$ cat src/rtl/seg_display_driver.sv
// Binary-to-BCD (sequential double-dabble) front end feeding a 4-digit,
// common-anode, time-multiplexed seven-segment display with leading-zero blanking.
module seg_display_driver #(
    parameter int CNT_W       = 4,
    parameter int REFRESH_DIV = 50000
) (
    input  logic             clk,
    input  logic             rst,
    input  logic [CNT_W-1:0] count_in,
    output logic [3:0]       an,
    output logic [6:0]       seg,
    output logic             dp,
    output logic             busy
);

    localparam int PRE_W = (REFRESH_DIV > 1) ? $clog2(REFRESH_DIV) : 1;
    localparam int IT_W  = 4;
    localparam int BCD_W = 12;

    typedef enum logic [1:0] {
        IDLE,
        CONVERT,
        DONE
    } state_t;

    state_t             state_q, state_d;
    logic [CNT_W-1:0]   sample_q, sample_d;
    logic [CNT_W-1:0]   bin_q, bin_d;
    logic [BCD_W-1:0]   bcd_q, bcd_d;
    logic [IT_W-1:0]    iter_q, iter_d;
    logic [BCD_W-1:0]   disp_q, disp_d;
    logic [PRE_W-1:0]   pre_q, pre_d;
    logic [1:0]         idx_q, idx_d;
    logic [3:0]         an_q, an_d;
    logic [6:0]         seg_q, seg_d;

    logic [BCD_W-1:0]       bcd_adj;
    logic [BCD_W+CNT_W-1:0] dd_shift;

    function automatic logic [6:0] seg_code(input logic [3:0] nib);
        logic [6:0] code;
        case (nib)
            4'd0:    code = 7'h40;
            4'd1:    code = 7'h79;
            4'd2:    code = 7'h24;
            4'd3:    code = 7'h30;
            4'd4:    code = 7'h19;
            4'd5:    code = 7'h12;
            4'd6:    code = 7'h02;
            4'd7:    code = 7'h78;
            4'd8:    code = 7'h00;
            4'd9:    code = 7'h10;
            default: code = 7'h7F;
        endcase
        return code;
    endfunction

    // Double-dabble correction: add 3 to any BCD nibble >= 5 before the shift.
    for (genvar gi = 0; gi < 3; gi++) begin : g_adj
        assign bcd_adj[gi*4 +: 4] = (bcd_q[gi*4 +: 4] >= 4'd5) ? bcd_q[gi*4 +: 4] + 4'd3
                                                                 : bcd_q[gi*4 +: 4];
    end

    assign dd_shift = {bcd_adj, bin_q} << 1;

    always_comb begin
        state_d  = state_q;
        sample_d = sample_q;
        bin_d    = bin_q;
        bcd_d    = bcd_q;
        iter_d   = iter_q;
        disp_d   = disp_q;
        case (state_q)
            IDLE: begin
                if (count_in != sample_q) begin
                    sample_d = count_in;
                    bin_d    = count_in;
                    bcd_d    = '0;
                    iter_d   = IT_W'(CNT_W);
                    state_d  = CONVERT;
                end
            end
            CONVERT: begin
                bcd_d  = dd_shift[BCD_W+CNT_W-1:CNT_W];
                bin_d  = dd_shift[CNT_W-1:0];
                iter_d = iter_q - IT_W'(1);
                if (iter_q == IT_W'(1)) begin
                    state_d = DONE;
                end
            end
            DONE: begin
                disp_d  = bcd_q;
                state_d = IDLE;
            end
            default: state_d = IDLE;
        endcase
    end

    // Scan timing is free-running; it never waits on the converter.
    always_comb begin
        pre_d = pre_q + PRE_W'(1);
        idx_d = idx_q;
        if (pre_q == PRE_W'(REFRESH_DIV - 1)) begin
            pre_d = '0;
            idx_d = idx_q + 2'd1;
        end
    end

    // seg is decoded from next-state display/index so it switches with an, and
    // shows a freshly converted value on the same edge the display register loads.
    always_comb begin
        an_d = ~(4'b0001 << idx_d);
        case (idx_d)
            2'd0:    seg_d = seg_code(disp_d[3:0]);
            2'd1:    seg_d = (disp_d[11:4] == 8'd0) ? 7'h7F : seg_code(disp_d[7:4]);
            2'd2:    seg_d = (disp_d[11:8] == 4'd0) ? 7'h7F : seg_code(disp_d[11:8]);
            default: seg_d = 7'h7F;
        endcase
    end

    always_ff @(posedge clk or negedge rst) begin
        if (!rst) begin
            state_q  <= IDLE;
            sample_q <= '0;
            bin_q    <= '0;
            bcd_q    <= '0;
            iter_q   <= '0;
            disp_q   <= '0;
            pre_q    <= '0;
            idx_q    <= 2'd0;
            an_q     <= 4'b1110;
            seg_q    <= 7'h40;
        end else begin
            state_q  <= state_d;
            sample_q <= sample_d;
            bin_q    <= bin_d;
            bcd_q    <= bcd_d;
            iter_q   <= iter_d;
            disp_q   <= disp_d;
            pre_q    <= pre_d;
            idx_q    <= idx_d;
            an_q     <= an_d;
            seg_q    <= seg_d;
        end
    end

    assign an   = an_q;
    assign seg  = seg_q;
    assign dp   = 1'b1;
    assign busy = (state_q != IDLE);

endmodule
$ cat config.mk
export PLATFORM = sky130hd
export DESIGN_NAME = seg_display_driver
export DESIGN_NICKNAME = d
export VERILOG_FILES = /design/src/rtl/seg_display_driver.sv
export SDC_FILE = /design/constraint.sdc
export NUM_CORES = 1
export LEC_CHECK = 0
export CORE_ASPECT_RATIO = 1.2
export CORE_MARGIN = 1.5
export CORE_UTILIZATION = 40
export CTS_CLUSTER_SIZE = 14
export DETAILED_ROUTE_END_ITERATION = 10
export GPL_TIMING_DRIVEN = 0
export PLACE_DENSITY = 0.64
export SLEW_MARGIN = 20
export SYNTH_ARGS = -nofsm -noshare
export SYNTH_HDL_FRONTEND = slang
export SYNTH_SLANG_ARGS = --single-unit
$ cat constraint.sdc
create_clock -name clk -period 2.4 [get_ports clk]
set_input_delay 0.24 -clock clk [delete_from_list [all_inputs] [get_ports clk]]
set_output_delay 0.24 -clock clk [all_outputs]
set_load 0.02 [all_outputs]
==> impl_metrics.env <==
export IMPL_mappedNetlistNets=438
export IMPL_dieArea_sq_um=10500
export IMPL_drv_cap=0
export IMPL_drc=0
export IMPL_fin_util=0.487
export IMPL_clockBufferDepth=2
export IMPL_dr_pass1_iters=4
export IMPL_insertion_delay_ps=330
export IMPL_crit_required_ps=2630
export IMPL_coreArea_sq_um=9560
export IMPL_finClkSkew_ps=6.50
export IMPL_synth_main_ff_cell="dfrtp_1"
export IMPL_cts_sink_count=67
export IMPL_numCtsBuffers=9
export IMPL_fin_crit_sh=0.959
export IMPL_busiest_layer="met2"
export IMPL_finalInstanceArea_sq_um=4650
export IMPL_clock_fmax_mhz=434
export IMPL_yosysTopAreaCell="dfrtp_1"
export IMPL_vias_per_cell=5.29
export IMPL_antenna_found_initial=0
export IMPL_start_util=0.413
export IMPL_critPathKind="flop to flop"
export IMPL_grt_pass1_wl_microns=13900
export IMPL_setup_ws_ps=98.4
export IMPL_worst_hold_slack_ps=342
export IMPL_final_hold_violation_count=0
export IMPL_met1_usage=0.217
export IMPL_clkTransAtPathRegs_ps=50
export IMPL_cp_slowest_stage_delay_ps=460
export IMPL_fin_setup_tns_ps=0
export IMPL_synth_avg_cell_area_sq_um=9.62
export IMPL_synth_warnings=0
export IMPL_ys_seq_elements=67
export IMPL_ios=19
export IMPL_hold_path_class="input pin to asynchronous set/reset pin"
export IMPL_cp_slowest_cell="dfrtp_2"
export IMPL_slew_violations=0
export IMPL_cts_root_buffer="clkbuf_16"
export IMPL_p_leak_uw=0.00208
export IMPL_rsz0062_at_grt="true"
export IMPL_maxSlewHeadroom=0.539
export IMPL_worstMarginPinSlew_ps=689
export IMPL_syn_cell_area_sq_um=3950
export IMPL_worst_path_buf_inv=1
export IMPL_setup_violations=0
export IMPL_path_cells="nor2b_2, buf_6, mux2i_2, ha_1, o211ai_1, o21ai_1, a221oi_2"
export IMPL_drtIter0Drc=127
export IMPL_pre_cts_ws_ps=-166
export IMPL_synthTopCellsByCount="dfrtp_1 (63), nand2_1 (48), nor2_1 (24)"
export IMPL_rows=39
export IMPL_synth_top_cell_area_share=0.399
export IMPL_syn_to_final_growth_pct=17.7
export IMPL_post_route_min_period_ps=2300
export IMPL_die_y_microns=112
export IMPL_cts_tree="built"
export IMPL_grt_overflow=0
export IMPL_synth_edf_count=0
export IMPL_critPathMaxFanout=10
export IMPL_placed_area_sq_um=4300
export IMPL_finalNetCount=470
export IMPL_power_density_nw_per_um2=1240
export IMPL_dp_hpwl_microns=5910
export IMPL_wl_per_cell_microns=14.4
export IMPL_grt_pass1_vias=3036
export IMPL_port_buffers=17
export IMPL_antenna_left=0
export IMPL_drt_total_wl_microns=8200
export IMPL_cts_htree_levels=3
export IMPL_die_w_microns=93.7
export IMPL_ys_types=64
export IMPL_peakVddDrop_v=0.000549
export IMPL_vias=3019
export IMPL_startpoint_type="flop"
export IMPL_use_met2=0.265
export IMPL_netlist_instances=411
export IMPL_endpoint_kind="flop"
export IMPL_synth_most_common_cell="dfrtp_1"
export IMPL_grt_usage=0.168
export IMPL_async_reset_ff_frac=1.00
export IMPL_drive_gt1_frac=0.150
export IMPL_cp_top_family="compound AO/OA/AOI/OAI gates"
export IMPL_synth_area_top_cells="dfrtp_1 (40%), ha_1 (6.6%), nand2_1 (4.6%), xor2_1 (4.0%), dfstp_2 (2.7%)"
export IMPL_grt_max_degree=47
export IMPL_seq_area_frac_synth=0.425
export IMPL_crit_arrival_ps=2540
export IMPL_num_antenna_cells=0
export IMPL_met3_usage=0.0342
export IMPL_place_congestion=0.818
export IMPL_status="completed"
==> sequential cells by signal, indices dropped and copies added, names as in the netlist <==
register  flops
bcd_q        12
bin_q         4
an            4
pre_q        16
idx_q         2
disp_q       12
sample_q      4
iter_q        4
seg           7
state_q       2
==> metal layers <==
| metal | wire length (microns) | vias to the layer above |
|---|---|---|
| met1 | 3960 | 1457 |
| met3 | 181 | 18 |
| li1 | - | 1509 |
| met2 | 3820 | 35 |
| met4 | 231 | 0 |
| met5 | 0 | - |
==> area by class of cell <==
cell class                      count  area, sq um
Timing Repair Buffer               21          220
Multi-Input combinational cell    302         2120
Tap cell                          123          154
Inverter                           25         93.8
Clock buffer                       13          260
Clock inverter                      3         15.0
Buffer                             17          108
Fill cell                         935         4910
Sequential cell                    67         1680
==> logic make-up after synthesis <==
family                   Yosys count  share of synthesized area
other                              1                   0.000949
AND/OR/NAND/NOR                  146                      0.191
XOR/XNOR                          28                     0.0620
buffers and inverters             42                     0.0472
flip-flops                        67                      0.425
adder cells (fa/ha/maj)           21                     0.0665
multiplexers                      18                     0.0548
AO/OA/AOI/OAI                     88                      0.153
==> worst register-to-register path, stage by stage, from the launching register on <==
cell and delay [ps]:
dfrtp_2 460, nor2b_2 150, buf_6 180, mux2i_2 390, ha_1 310, o211ai_1 330, o21ai_1 120, a221oi_2 270
==> cells in the final DEF (no fill, tap or decap), types with 8 or more instances in the layout <==
master and n:
a21oi_1 16, and3_1 8, clkbuf_1 10, clkbuf_16 9
clkdlybuf4s50_1 16, dfrtp_1 61, ha_1 20, inv_1 19
nand2_1 48, nand2b_1 12, nand3_1 14, nor2_1 24
nor3_1 13, o21ai_0 11, o21ai_1 10, o22ai_1 9
xnor2_1 10, xor2_1 18
==> stage by stage <==
| step | cells | total power (uW) |
|---|---|---|
| global route | 571 | 6220 |
| CTS | 569 | 5770 |
| global placement | 551 | 4410 |
| floorplan | 411 | 3780 |
| finish | 571 | 5780 |
| detailed placement | 552 | 4480 |
==> path summary, 6_finish.rpt <==
kind                                             start                     to  slack (ps)  cells after the start
worst max register to register  state_q[0]$_DFFE_PN0P_       seg[1]$_DFF_PN0_         100                      7
max in group asynchronous                          rst     pre_q[1]$_DFF_PN0_        1520                      3
worst min-delay path                               rst  iter_q[0]$_DFFE_PN0P_         340                      2
worst max-delay path            state_q[0]$_DFFE_PN0P_       seg[1]$_DFF_PN0_         100                      7
worst min register to register      pre_q[0]$_DFF_PN0_     pre_q[0]$_DFF_PN0_         460                      1
min in group clk                    pre_q[0]$_DFF_PN0_     pre_q[0]$_DFF_PN0_         460                      1
==> power by group <==
| part | switching (uW) | internal, uW | total (uW) |
|---|---|---|---|
| Clock | 463 | 750 | 1210 |
| Combinational | 1570 | 1190 | 2760 |
| Sequential | 308 | 1500 | 1800 |
==> what timing repair did <==
action,CTS,global route
pin swaps,0,1
hold buffers,1,0
hold endpoints to repair,17,0
gates resized for setup,11,10
setup endpoints to repair,7,6
setup buffers,0,2
No activity file was read; power rests on OpenSTA's default activity.
